[config.mk]
export PLATFORM = sky130hd
export DESIGN_NAME = mfp_adc_max10_arbiter_flat
export DESIGN_NICKNAME = d
export VERILOG_FILES = /design/src/rtl/mfp_adc_max10_arbiter_pkg.sv /design/src/rtl/mfp_adc_max10_arbiter_if.sv /design/src/rtl/mfp_adc_owner_fifo.sv /design/src/rtl/mfp_adc_max10_arbiter.sv /design/src/flat_wrapper.sv
export SDC_FILE = /design/constraint.sdc
export NUM_CORES = 1
export LEC_CHECK = 0
export ABC_AREA = 1
export ABC_CLOCK_PERIOD_IN_PS = 2100
export CAP_MARGIN = 5
export CORE_ASPECT_RATIO = 0.75
export CORE_MARGIN = 3
export CORE_UTILIZATION = 25
export CTS_CLUSTER_SIZE = 25
export DETAILED_ROUTE_END_ITERATION = 12
export GPL_TIMING_DRIVEN = 0
export PLACE_DENSITY = 0.73
export SLEW_MARGIN = 20
export SYNTH_ARGS = -nofsm -noshare
export SYNTH_HDL_FRONTEND = slang
export SYNTH_SLANG_ARGS = --single-unit
[constraint.sdc]
create_clock -name CLK -period 2.1 [get_ports CLK]
set_input_delay 0.42 -clock CLK [delete_from_list [all_inputs] [get_ports CLK]]
set_output_delay 0.42 -clock CLK [all_outputs]
set_load 0.01 [all_outputs]
[src/rtl/mfp_adc_max10_arbiter_pkg.sv]
// Shared definitions for the MAX10 ADC sequencer arbiter.
//   - Stream widths for the command/response ports.
//   - Requester IDs stored in the owner FIFO.
//   - FSM state codes, which are also visible on the debug output.
package mfp_adc_max10_arbiter_pkg;

  localparam int CH_W   = 5;
  localparam int DATA_W = 12;

  localparam logic ARB_M0 = 1'b0;
  localparam logic ARB_M1 = 1'b1;

  typedef enum logic [1:0] {
    ARB_IDLE   = 2'b00,
    ARB_GRANT0 = 2'b01,
    ARB_GRANT1 = 2'b10
  } arb_state_t;

  // Returns the grant state that belongs to a requester ID.
  function automatic arb_state_t grant_state(input logic id);
    return (id == ARB_M1) ? ARB_GRANT1 : ARB_GRANT0;
  endfunction

endpackage

[src/rtl/mfp_adc_max10_arbiter_if.sv]
// One ADC sequencer style port: a command stream and a response stream.
//
// Handshake: a command beat transfers on a cycle where c_valid & c_ready are
// both 1. The sender holds the beat and its markers stable until that cycle.
// c_ready may depend combinationally on c_valid. The response stream has no
// ready: a beat transfers on every cycle where r_valid is 1.
//
// Modports:
//   master : drives the command stream and consumes responses (an ADC controller)
//   slave  : accepts commands and produces responses (the ADC sequencer side)
interface mfp_adc_max10_arbiter_if;
  import mfp_adc_max10_arbiter_pkg::*;

  logic              c_valid;
  logic [CH_W-1:0]   c_channel;
  logic              c_sop;
  logic              c_eop;
  logic              c_ready;

  logic              r_valid;
  logic [CH_W-1:0]   r_channel;
  logic [DATA_W-1:0] r_data;
  logic              r_sop;
  logic              r_eop;

  modport master (
    output c_valid, c_channel, c_sop, c_eop,
    input  c_ready,
    input  r_valid, r_channel, r_data, r_sop, r_eop
  );

  modport slave (
    input  c_valid, c_channel, c_sop, c_eop,
    output c_ready,
    output r_valid, r_channel, r_data, r_sop, r_eop
  );

endinterface

[src/rtl/mfp_adc_owner_fifo.sv]
// Owner FIFO: remembers which requester issued each command packet whose
// response packet has not yet come back.
// Ports:
//   CLK, RESETn : clock, synchronous active-low reset (empties the FIFO)
//   push, din   : write requester ID din
//   pop         : drop the head entry
//   head        : ID at the head (meaningful only while !empty)
//   empty, full : occupancy flags
module mfp_adc_owner_fifo #(
  parameter int DEPTH = 4,
  parameter int AW    = 2
) (
  input  logic CLK,
  input  logic RESETn,
  input  logic push,
  input  logic pop,
  input  logic din,
  output logic head,
  output logic empty,
  output logic full
);

  logic          mem [DEPTH];
  logic [AW-1:0] wr_ptr;
  logic [AW-1:0] rd_ptr;
  logic [AW:0]   count;
  logic          do_push;
  logic          do_pop;

  // A push into a full FIFO is only honoured when the head leaves in the
  // same cycle.
  assign do_pop  = pop & ~empty;
  assign do_push = push & (~full | do_pop);

  always_ff @(posedge CLK) begin
    if (!RESETn) begin
      wr_ptr <= '0;
      rd_ptr <= '0;
      count  <= '0;
    end else begin
      if (do_push) wr_ptr <= wr_ptr + AW'(1);
      if (do_pop)  rd_ptr <= rd_ptr + AW'(1);
      case ({do_push, do_pop})
        2'b10:   count <= count + (AW+1)'(1);
        2'b01:   count <= count - (AW+1)'(1);
        default: count <= count;
      endcase
    end
  end

  // Storage is not reset; entries are only read while count says valid.
  always_ff @(posedge CLK) begin
    if (do_push) mem[wr_ptr] <= din;
  end

  assign head  = mem[rd_ptr];
  assign empty = (count == '0);
  assign full  = (count == (AW+1)'(DEPTH));

endmodule

[src/rtl/mfp_adc_max10_arbiter.sv]
// Shares one MAX10 ADC sequencer command/response port between two ADC
// controllers. Command packets (SOP..EOP) are granted whole, round-robin on
// ties; the issuer of each packet is queued and the matching response packet
// is routed back to it.
// Ports:
//   CLK, RESETn : clock, synchronous active-low reset
//   m0, m1      : requester ports (slave side: commands in, responses out)
//   adc         : ADC sequencer port (master side: commands out, responses in)
//   ErrClear    : clears RespErr
//   Busy        : a grant is held or responses are still owed
//   RespErr     : sticky, a response beat arrived with no recorded owner
//   state_dbg   : current FSM state code
module mfp_adc_max10_arbiter
  import mfp_adc_max10_arbiter_pkg::*;
#(
  parameter int OWNER_DEPTH = 4,
  parameter int OWNER_AW    = 2
) (
  input  logic                    CLK,
  input  logic                    RESETn,
  mfp_adc_max10_arbiter_if.slave  m0,
  mfp_adc_max10_arbiter_if.slave  m1,
  mfp_adc_max10_arbiter_if.master adc,
  input  logic                    ErrClear,
  output logic                    Busy,
  output logic                    RespErr,
  output logic [1:0]              state_dbg
);

  arb_state_t state;
  logic       last_gnt;
  logic       req0;
  logic       req1;
  logic       pick;
  logic       cmd_fire;
  logic       fifo_push;
  logic       fifo_pop;
  logic       fifo_head;
  logic       fifo_empty;
  logic       fifo_full;

  // Only a packet start counts as a request, so a stray mid-packet beat can
  // never win the port.
  assign req0 = m0.c_valid & m0.c_sop;
  assign req1 = m1.c_valid & m1.c_sop;

  // On a tie the requester that did not win last time goes next.
  assign pick = (req0 & req1) ? ~last_gnt : req1;

  always_ff @(posedge CLK) begin
    if (!RESETn) begin
      state    <= ARB_IDLE;
      last_gnt <= ARB_M1;
    end else begin
      case (state)
        ARB_IDLE: begin
          if (!fifo_full && (req0 || req1)) begin
            state    <= grant_state(pick);
            last_gnt <= pick;
          end
        end
        ARB_GRANT0, ARB_GRANT1: begin
          // Returning through IDLE gives the one-cycle gap between packets.
          if (cmd_fire && adc.c_eop) state <= ARB_IDLE;
        end
        default: state <= ARB_IDLE;
      endcase
    end
  end

  // Command mux. Everything is forced low while reset is asserted because the
  // reset itself only takes effect at the next clock edge.
  always_comb begin
    adc.c_valid   = 1'b0;
    adc.c_channel = '0;
    adc.c_sop     = 1'b0;
    adc.c_eop     = 1'b0;
    m0.c_ready    = 1'b0;
    m1.c_ready    = 1'b0;
    if (RESETn) begin
      case (state)
        ARB_GRANT0: begin
          adc.c_valid   = m0.c_valid;
          adc.c_channel = m0.c_channel;
          adc.c_sop     = m0.c_sop;
          adc.c_eop     = m0.c_eop;
          m0.c_ready    = adc.c_ready;
        end
        ARB_GRANT1: begin
          adc.c_valid   = m1.c_valid;
          adc.c_channel = m1.c_channel;
          adc.c_sop     = m1.c_sop;
          adc.c_eop     = m1.c_eop;
          m1.c_ready    = adc.c_ready;
        end
        default: ;
      endcase
    end
  end

  assign cmd_fire  = adc.c_valid & adc.c_ready;
  assign fifo_push = cmd_fire & adc.c_sop;
  assign fifo_pop  = RESETn & adc.r_valid & adc.r_eop & ~fifo_empty;

  mfp_adc_owner_fifo #(
    .DEPTH (OWNER_DEPTH),
    .AW    (OWNER_AW)
  ) u_owner_fifo (
    .CLK    (CLK),
    .RESETn (RESETn),
    .push   (fifo_push),
    .pop    (fifo_pop),
    .din    (state == ARB_GRANT1),
    .head   (fifo_head),
    .empty  (fifo_empty),
    .full   (fifo_full)
  );

  // Response demux: payload is broadcast, only the valid is steered.
  assign m0.r_valid   = RESETn & adc.r_valid & ~fifo_empty & (fifo_head == ARB_M0);
  assign m1.r_valid   = RESETn & adc.r_valid & ~fifo_empty & (fifo_head == ARB_M1);
  assign m0.r_channel = adc.r_channel;
  assign m0.r_data    = adc.r_data;
  assign m0.r_sop     = adc.r_sop;
  assign m0.r_eop     = adc.r_eop;
  assign m1.r_channel = adc.r_channel;
  assign m1.r_data    = adc.r_data;
  assign m1.r_sop     = adc.r_sop;
  assign m1.r_eop     = adc.r_eop;

  // Orphan response beats are dropped and flagged; a new error outranks a
  // clear arriving in the same cycle.
  always_ff @(posedge CLK) begin
    if (!RESETn)                        RespErr <= 1'b0;
    else if (adc.r_valid && fifo_empty) RespErr <= 1'b1;
    else if (ErrClear)                  RespErr <= 1'b0;
  end

  assign Busy      = (state != ARB_IDLE) | ~fifo_empty;
  assign state_dbg = state;

endmodule
[src/flat_wrapper.sv]
// flat-port wrapper written by rule: the top's interface ports become plain ports
module mfp_adc_max10_arbiter_flat import mfp_adc_max10_arbiter_pkg::*;
#(
  parameter int OWNER_DEPTH = 4,
  parameter int OWNER_AW    = 2
)
  (CLK, RESETn, ErrClear, Busy, RespErr, state_dbg, m0_c_valid, m0_c_channel, m0_c_sop, m0_c_eop, m0_c_ready, m0_r_valid, m0_r_channel, m0_r_data, m0_r_sop, m0_r_eop, m1_c_valid, m1_c_channel, m1_c_sop, m1_c_eop, m1_c_ready, m1_r_valid, m1_r_channel, m1_r_data, m1_r_sop, m1_r_eop, adc_c_valid, adc_c_channel, adc_c_sop, adc_c_eop, adc_c_ready, adc_r_valid, adc_r_channel, adc_r_data, adc_r_sop, adc_r_eop);
  mfp_adc_max10_arbiter_if m0_i ();
  mfp_adc_max10_arbiter_if m1_i ();
  mfp_adc_max10_arbiter_if adc_i ();
  input  logic CLK;
  input  logic RESETn;
  input  logic ErrClear;
  output logic Busy;
  output logic RespErr;
  output logic [1:0] state_dbg;
  input wire logic [$bits(m0_i.c_valid)-1:0] m0_c_valid;
  input wire logic [$bits(m0_i.c_channel)-1:0] m0_c_channel;
  input wire logic [$bits(m0_i.c_sop)-1:0] m0_c_sop;
  input wire logic [$bits(m0_i.c_eop)-1:0] m0_c_eop;
  output wire logic [$bits(m0_i.c_ready)-1:0] m0_c_ready;
  output wire logic [$bits(m0_i.r_valid)-1:0] m0_r_valid;
  output wire logic [$bits(m0_i.r_channel)-1:0] m0_r_channel;
  output wire logic [$bits(m0_i.r_data)-1:0] m0_r_data;
  output wire logic [$bits(m0_i.r_sop)-1:0] m0_r_sop;
  output wire logic [$bits(m0_i.r_eop)-1:0] m0_r_eop;
  input wire logic [$bits(m1_i.c_valid)-1:0] m1_c_valid;
  input wire logic [$bits(m1_i.c_channel)-1:0] m1_c_channel;
  input wire logic [$bits(m1_i.c_sop)-1:0] m1_c_sop;
  input wire logic [$bits(m1_i.c_eop)-1:0] m1_c_eop;
  output wire logic [$bits(m1_i.c_ready)-1:0] m1_c_ready;
  output wire logic [$bits(m1_i.r_valid)-1:0] m1_r_valid;
  output wire logic [$bits(m1_i.r_channel)-1:0] m1_r_channel;
  output wire logic [$bits(m1_i.r_data)-1:0] m1_r_data;
  output wire logic [$bits(m1_i.r_sop)-1:0] m1_r_sop;
  output wire logic [$bits(m1_i.r_eop)-1:0] m1_r_eop;
  output wire logic [$bits(adc_i.c_valid)-1:0] adc_c_valid;
  output wire logic [$bits(adc_i.c_channel)-1:0] adc_c_channel;
  output wire logic [$bits(adc_i.c_sop)-1:0] adc_c_sop;
  output wire logic [$bits(adc_i.c_eop)-1:0] adc_c_eop;
  input wire logic [$bits(adc_i.c_ready)-1:0] adc_c_ready;
  input wire logic [$bits(adc_i.r_valid)-1:0] adc_r_valid;
  input wire logic [$bits(adc_i.r_channel)-1:0] adc_r_channel;
  input wire logic [$bits(adc_i.r_data)-1:0] adc_r_data;
  input wire logic [$bits(adc_i.r_sop)-1:0] adc_r_sop;
  input wire logic [$bits(adc_i.r_eop)-1:0] adc_r_eop;
  assign m0_i.c_valid = m0_c_valid;
  assign m0_i.c_channel = m0_c_channel;
  assign m0_i.c_sop = m0_c_sop;
  assign m0_i.c_eop = m0_c_eop;
  assign m0_c_ready = m0_i.c_ready;
  assign m0_r_valid = m0_i.r_valid;
  assign m0_r_channel = m0_i.r_channel;
  assign m0_r_data = m0_i.r_data;
  assign m0_r_sop = m0_i.r_sop;
  assign m0_r_eop = m0_i.r_eop;
  assign m1_i.c_valid = m1_c_valid;
  assign m1_i.c_channel = m1_c_channel;
  assign m1_i.c_sop = m1_c_sop;
  assign m1_i.c_eop = m1_c_eop;
  assign m1_c_ready = m1_i.c_ready;
  assign m1_r_valid = m1_i.r_valid;
  assign m1_r_channel = m1_i.r_channel;
  assign m1_r_data = m1_i.r_data;
  assign m1_r_sop = m1_i.r_sop;
  assign m1_r_eop = m1_i.r_eop;
  assign adc_c_valid = adc_i.c_valid;
  assign adc_c_channel = adc_i.c_channel;
  assign adc_c_sop = adc_i.c_sop;
  assign adc_c_eop = adc_i.c_eop;
  assign adc_i.c_ready = adc_c_ready;
  assign adc_i.r_valid = adc_r_valid;
  assign adc_i.r_channel = adc_r_channel;
  assign adc_i.r_data = adc_r_data;
  assign adc_i.r_sop = adc_r_sop;
  assign adc_i.r_eop = adc_r_eop;
  mfp_adc_max10_arbiter #(.OWNER_DEPTH(OWNER_DEPTH), .OWNER_AW(OWNER_AW)) u_core (.CLK(CLK), .RESETn(RESETn), .m0(m0_i), .m1(m1_i), .adc(adc_i), .ErrClear(ErrClear), .Busy(Busy), .RespErr(RespErr), .state_dbg(state_dbg));
endmodule
Word level (Yosys, flattened, before mapping)
Memories as Yosys holds them, arrays and structs flattened. A register that Yosys moved wholly into a read port is not among the register bits.
Cells that the tools add are included.
- memories: 1
- RAM bits: 4
- bits of input ports: 40
- flip-flop bits (word level): 11
- output and inout port bits: 54
- logic and storage cells: 74
- equal/unequal tests: 7
- $add $sub $neg: 4
- muxes and demuxes: 24
- bitwise logic cells: 19
- reduce and logical (&&, ||, !) cells: 13
- memories (name ; depth ; width ; rd ports ; clocked after Yosys merged registers in ; write ports ; RTL line ; RTL):
    u_core.u_owner_fifo.mem ; 4 ; 1 ; 1 ; 1 ; 1 ; mfp_adc_owner_fifo.sv:23 ; logic mem [DEPTH];
- operators by type and width (kind ; count):
    $and 1x1->1 ; 13
    $mux 1 ; 12
    $mux 2 ; 5
    $pmux 5 s2 ; 1
    $pmux 1 s2 ; 3
    $pmux 3 s2 ; 1
    $reduce_bool 2->1 ; 3
    $mux 5 ; 1
    $add 2x1->2 const B ; 2
    $eq 2x1->1 const B ; 2
    $eq 2x2->1 const B ; 2
    $ne 2x1->1 const B ; 2
    $not 1->1 ; 4
    $pmux 2 s2 ; 1
    $reduce_and 2->1 ; 2
    $add 3x1->3 const B ; 1
    $eq 3x3->1 const B ; 1
    $logic_and 1x1->1 ; 3
    $logic_not 3->1 ; 1
    $sub 3x1->3 const B ; 1
    $logic_not 2->1 ; 1
    $or 1x1->1 ; 2
    $reduce_or 2->1 ; 1
    $logic_not 1->1 ; 1
    $logic_or 1x1->1 ; 1

Longest topological paths before layout
- depth after elaboration: 8
- gate-level depth with buffers: 14

Modules after synthesis
A second synthesis with hierarchy kept.
- cell total of the unflattened synthesis: 200
- area, all modules: 1401.3 sq um
- modules (own cells, without submodules) (module ; instances ; area each (sq um) ; cells each):
    mfp_adc_max10_arbiter ; 1 ; 732.0 ; 116
    mfp_adc_owner_fifo ; 1 ; 669.4 ; 84

Worst setup path before layout
No wires, ideal clock.
- kind: flip-flop to flip-flop
- from: register u_core.state[0], in the netlist u_core.state_dbg[0]
- to: register u_core.u_owner_fifo.count[2]
- arrival time: 2.080 ns
- cell stages (with the launch flop): 13
- setup slack: -0.095 ns
- data required time: 1.985 ns
- path buffers: 0
- cell sequence: dfxtp_1 -> inv_1 -> ha_1 -> nand2_8 -> a21oi_2 -> nand3_2 -> nand2_2 -> inv_1 -> fa_1 -> inv_1 -> nand3_1 -> a21oi_1 -> nor2_1
- longest elaborated chain between the ends: 8
- elaborated cells between the ends (all ways): 13
- classes of those cells: eq/ne: 4; mux: 5; bitwise: 3; reduce/logical: 1
- RTL lines (element ; RTL line ; RTL):
    from (decl) ; mfp_adc_max10_arbiter.sv:30 ; arb_state_t state;
    from (signal assigned) ; mfp_adc_max10_arbiter.sv:58 ; state <= grant_state(pick);
    $eq 2x2->1 / $eq 2x1->1 (equally long branches) ; mfp_adc_max10_arbiter.sv:81 ; case (state)
    $pmux 1 s2 (*) ; mfp_adc_max10_arbiter.sv:81 ;
    $mux 1 (*) ; mfp_adc_max10_arbiter.sv:80 ; if (RESETn) begin
    named net adc_c_valid ; flat_wrapper.sv:37 ; output wire logic [$bits(adc_i.c_valid)-1:0] adc_c_valid;
    $and 1x1->1 (*) ; mfp_adc_max10_arbiter.sv:101 ; assign cmd_fire = adc.c_valid & adc.c_ready;
    $and 1x1->1 (*) ; mfp_adc_max10_arbiter.sv:102 ; assign fifo_push = cmd_fire & adc.c_sop;
    $and 1x1->1 (*) ; mfp_adc_owner_fifo.sv:33 ; assign do_push = push & (~full | do_pop);
    $eq 2x1->1 / $eq 2x2->1 (equally long branches) ; mfp_adc_owner_fifo.sv:43 ; case ({do_push, do_pop})
    $pmux 3 s2 / $reduce_bool 2->1 (equally long branches) ; - ;
    to (signal assigned) ; mfp_adc_owner_fifo.sv:44 ; 2'b10: count <= count + (AW+1)'(1);
    to (signal assigned) ; mfp_adc_owner_fifo.sv:45 ; 2'b01: count <= count - (AW+1)'(1);
    to (signal assigned) ; mfp_adc_owner_fifo.sv:46 ; default: count <= count;
    to (decl) ; mfp_adc_owner_fifo.sv:26 ; logic [AW:0] count;
Mark *: on every way through the listed nets, which the timed path passes. The rest lies on a longest branch.
A chain may end at the register's enable or synchronous reset.

Worst setup path after layout
- from: input adc_r_eop
- to: output m1_r_eop
- RTL lines (element ; RTL line ; RTL):
    from (decl) ; flat_wrapper.sv:46 ; input wire logic [$bits(adc_i.r_eop)-1:0] adc_r_eop;
    to (decl) ; flat_wrapper.sv:36 ; output wire logic [$bits(m1_i.r_eop)-1:0] m1_r_eop;
No word-level cell between the ends.

==> metrics.txt <==
ANT cells 0; critical path launch point type input pin; post-synthesis compound-gate area fraction 10.7%; r2r startpoint u_core.state_dbg[0]$_SDFFE_PN0P_; peak supply drop 280 uV; area grow syn2layout 71.5%; top-area cell type share of the netlist area 20.9%; CTS Buffer Depth 2; worst-path fanout max 4; sequential share of the synthesized area 26.5%; Hold Path Class flip-flop to flip-flop; hpwl dp 2.92 mm; Synth Area in Simple Gates 25.9%; PwrDens 388 nW/um2; Hold Fails Final Rpt 0; Most used DFF post-synth dfxtp_1; Post-Syn Nets 242; H-tree levels 1; Clk network pwr share 26.6%; cell with the most instances after synthesis buf_4; final critical-path required period 2020 ps; largest net degree at the start of global routing 14; Hold Crit Endpoint u_core.u_owner_fifo.rd_ptr[1]$_SDFFE_PN0P_; Adder-Cell Fraction of Synth Area 7.50%; setup tns final 0 ps; CTS tree done; worst-margin pin slew 314 ps; worst setup path class input pin to output pin; max-slew violations 0; Synth area leader buf_4; Ys Warns 0; Critical Path Sink Type output pin; Seq pwr share 36.4%; Root Buffer clkbuf_8; share of post-route cells with drive strength above 1 31.1%; grt total ovfl 0; switching power 267 uW; Sw Share 28.0%; Synth Register Bits 17; Post-synth EDFFs 4; Synth Area in XOR/XNOR 0%; RR Endpoint u_core.u_owner_fifo.count[2]$_SDFFE_PN0P_; first-pass GRT wire length 5.91 mm; final setup fails 0; Die Y 71.6 um; core region area 5440 um2; non-filler cells, final 358; final net count 332; initial DRC count 21; Internal 687 uW; required time worst endpoint 1680 ps; RSZ-0062 raised after global routing true; combinational power share 37.0%; I/O Pins 94; top cells by count, synth buf_4 (40), nand2_1 (37), inv_1 (23); GRT Total Usage 10.8%; cells after synthesis 194; PortBufs 75; Tcrit/Tclk final 96.4%; row cnt 23; initial antenna violation count 0; Synth Cell Area 1440 um2; Vias/cell 3.93; max cap viols 0; clock skew 3.09 ps; clk_lat worst skew 260 ps; synth unique cells 29; sinks on the clock net 17; worst r2r path cells 12; main combinational cell family by area after synthesis buffers and inverters; Inst Count DP 344; outcome finished, final reports clean; ranking of synthesized cells by area buf_4 (21%), dfxtp_1 (18%), nand2_1 (9.7%); worst hold stages 2; remaining antenna violation count after routing 0; chip width 93.5 um; FF-to-FF setup slack 90 ps; Worst slew margin 78.8%; die area 6690 um2; share of synthesized area spent on multiplexers 0%; via count 1407; Post-Route WL 3.67 mm; vias in the first global route 1391; f_max 0.494 GHz; First-pass DRT Iterations 4; Async SR Flop Fraction 0%; CTS Buf Count 3; critical hold path startpoint u_core.u_owner_fifo.rd_ptr[1]$_SDFFE_PN0P_; CTS clk-pin slew, worst paths 70 ps; Hold WS 463 ps; Residual DRC 0; Initial Util 26.4%; GPL Wtd Cong 0.742; Leak 0.00112 uW; Critical Path AT 1600 ps; mean post-synth cell area 7.40 um2; drt wl/cell 10.2 um
final cells by class:
cell class | instances | area [um2]
buffer | 40 | 308
clock buffer | 3 | 41.3
clock inverter | 1 | 5.00
fill | 542 | 2980
inverter | 28 | 110
multi-input combinational | 108 | 694
sequential | 17 | 389
tap | 75 | 93.8
timing repair buffer | 86 | 820
kinds of logic (layout without fill, tap and decap cells):
logic type,Yosys count,in the layout
AOI/OAI and AO/OA,26,26
and+or+nand+nor,74,74
adders and majority gates,8,8
DFF,17,17
buffers and inverters,69,158
repair_timing:
item	in CTS	in global routing
setup buffers	2	8
endpoints found under the setup margin	13	7
resized for setup	17	12
cloned	0	1
hold buffers	0	0
pin swaps	0	7
critical path, cell delays in order:
cell             delay (ps)
clkdlybuf4s50_1         540
buf_4                   130
clkdlybuf4s50_1         520
per-layer routing:
layer  up-vias  track usage (%)  routed length [um]
li1        741                -                   -
met1       634             13.1                1580
met2        30             19.3                1920
met3         2             3.04                 158
met4         0             1.95                   8
met5         -                0                   0
cell usage in the layout (no fill, tap or decap), types with 2 or more instances in the layout:
cell,count
clkdlybuf4s50_1,62
nand2_2,4
inv_1,20
dfxtp_4,2
ha_1,4
dlygate4sd2_1,11
ha_4,3
buf_4,48
nand3_1,2
nand3_2,4
clkbuf_8,3
a21oi_1,11
edfxtp_1,4
o21ai_0,3
dfxtp_1,10
o21ai_1,6
inv_2,7
nand2_1,37
nor2_1,20
buf_6,2
stage by stage:
step / utilization (%) / area (um2) / power (uW) / worst slack [ps]
after floorplan: - / 1460 / 528 / 18.2
after global placement: 42.3 / 2300 / 683 / -322
after detailed placement: 42.3 / 2300 / 689 / -353
after CTS: 43.4 / 2360 / 943 / -5.07
after global routing: 45.2 / 2460 / 1000 / -36.9
final: 45.2 / 2460 / 955 / 75.1
power groups by stage:
stage	sequential (uW)	combinational, uW	clock [uW]
2_1_floorplan	356	173	0
3_3_place_gp	354	329	0
3_5_place_dp	354	334	0
4_1_cts	347	338	259
5_1_grt	349	381	272
6_report	348	353	254
worst max path at each step:
| stage | startpoint | to | slack [ps] |
|---|---|---|---|
| 2_1_floorplan | u_core.state_dbg[0]$_SDFFE_PN0P_ | u_core.u_owner_fifo.count[2]$_SDFFE_PN0P_ | 20 |
| 3_3_place_gp | RESETn | u_core.u_owner_fifo.count[2]$_SDFFE_PN0P_ | -320 |
| 3_5_place_dp | RESETn | u_core.u_owner_fifo.count[2]$_SDFFE_PN0P_ | -350 |
| 4_1_cts | u_core.state_dbg[1]$_SDFFE_PN0P_ | u_core.u_owner_fifo.count[2]$_SDFFE_PN0P_ | -5 |
| 5_1_grt | u_core.state_dbg[0]$_SDFFE_PN0P_ | u_core.u_owner_fifo.count[2]$_SDFFE_PN0P_ | -40 |
| 6_report | adc_r_eop | m1_r_eop | 80 |
Power figures use the tool's default switching activity.
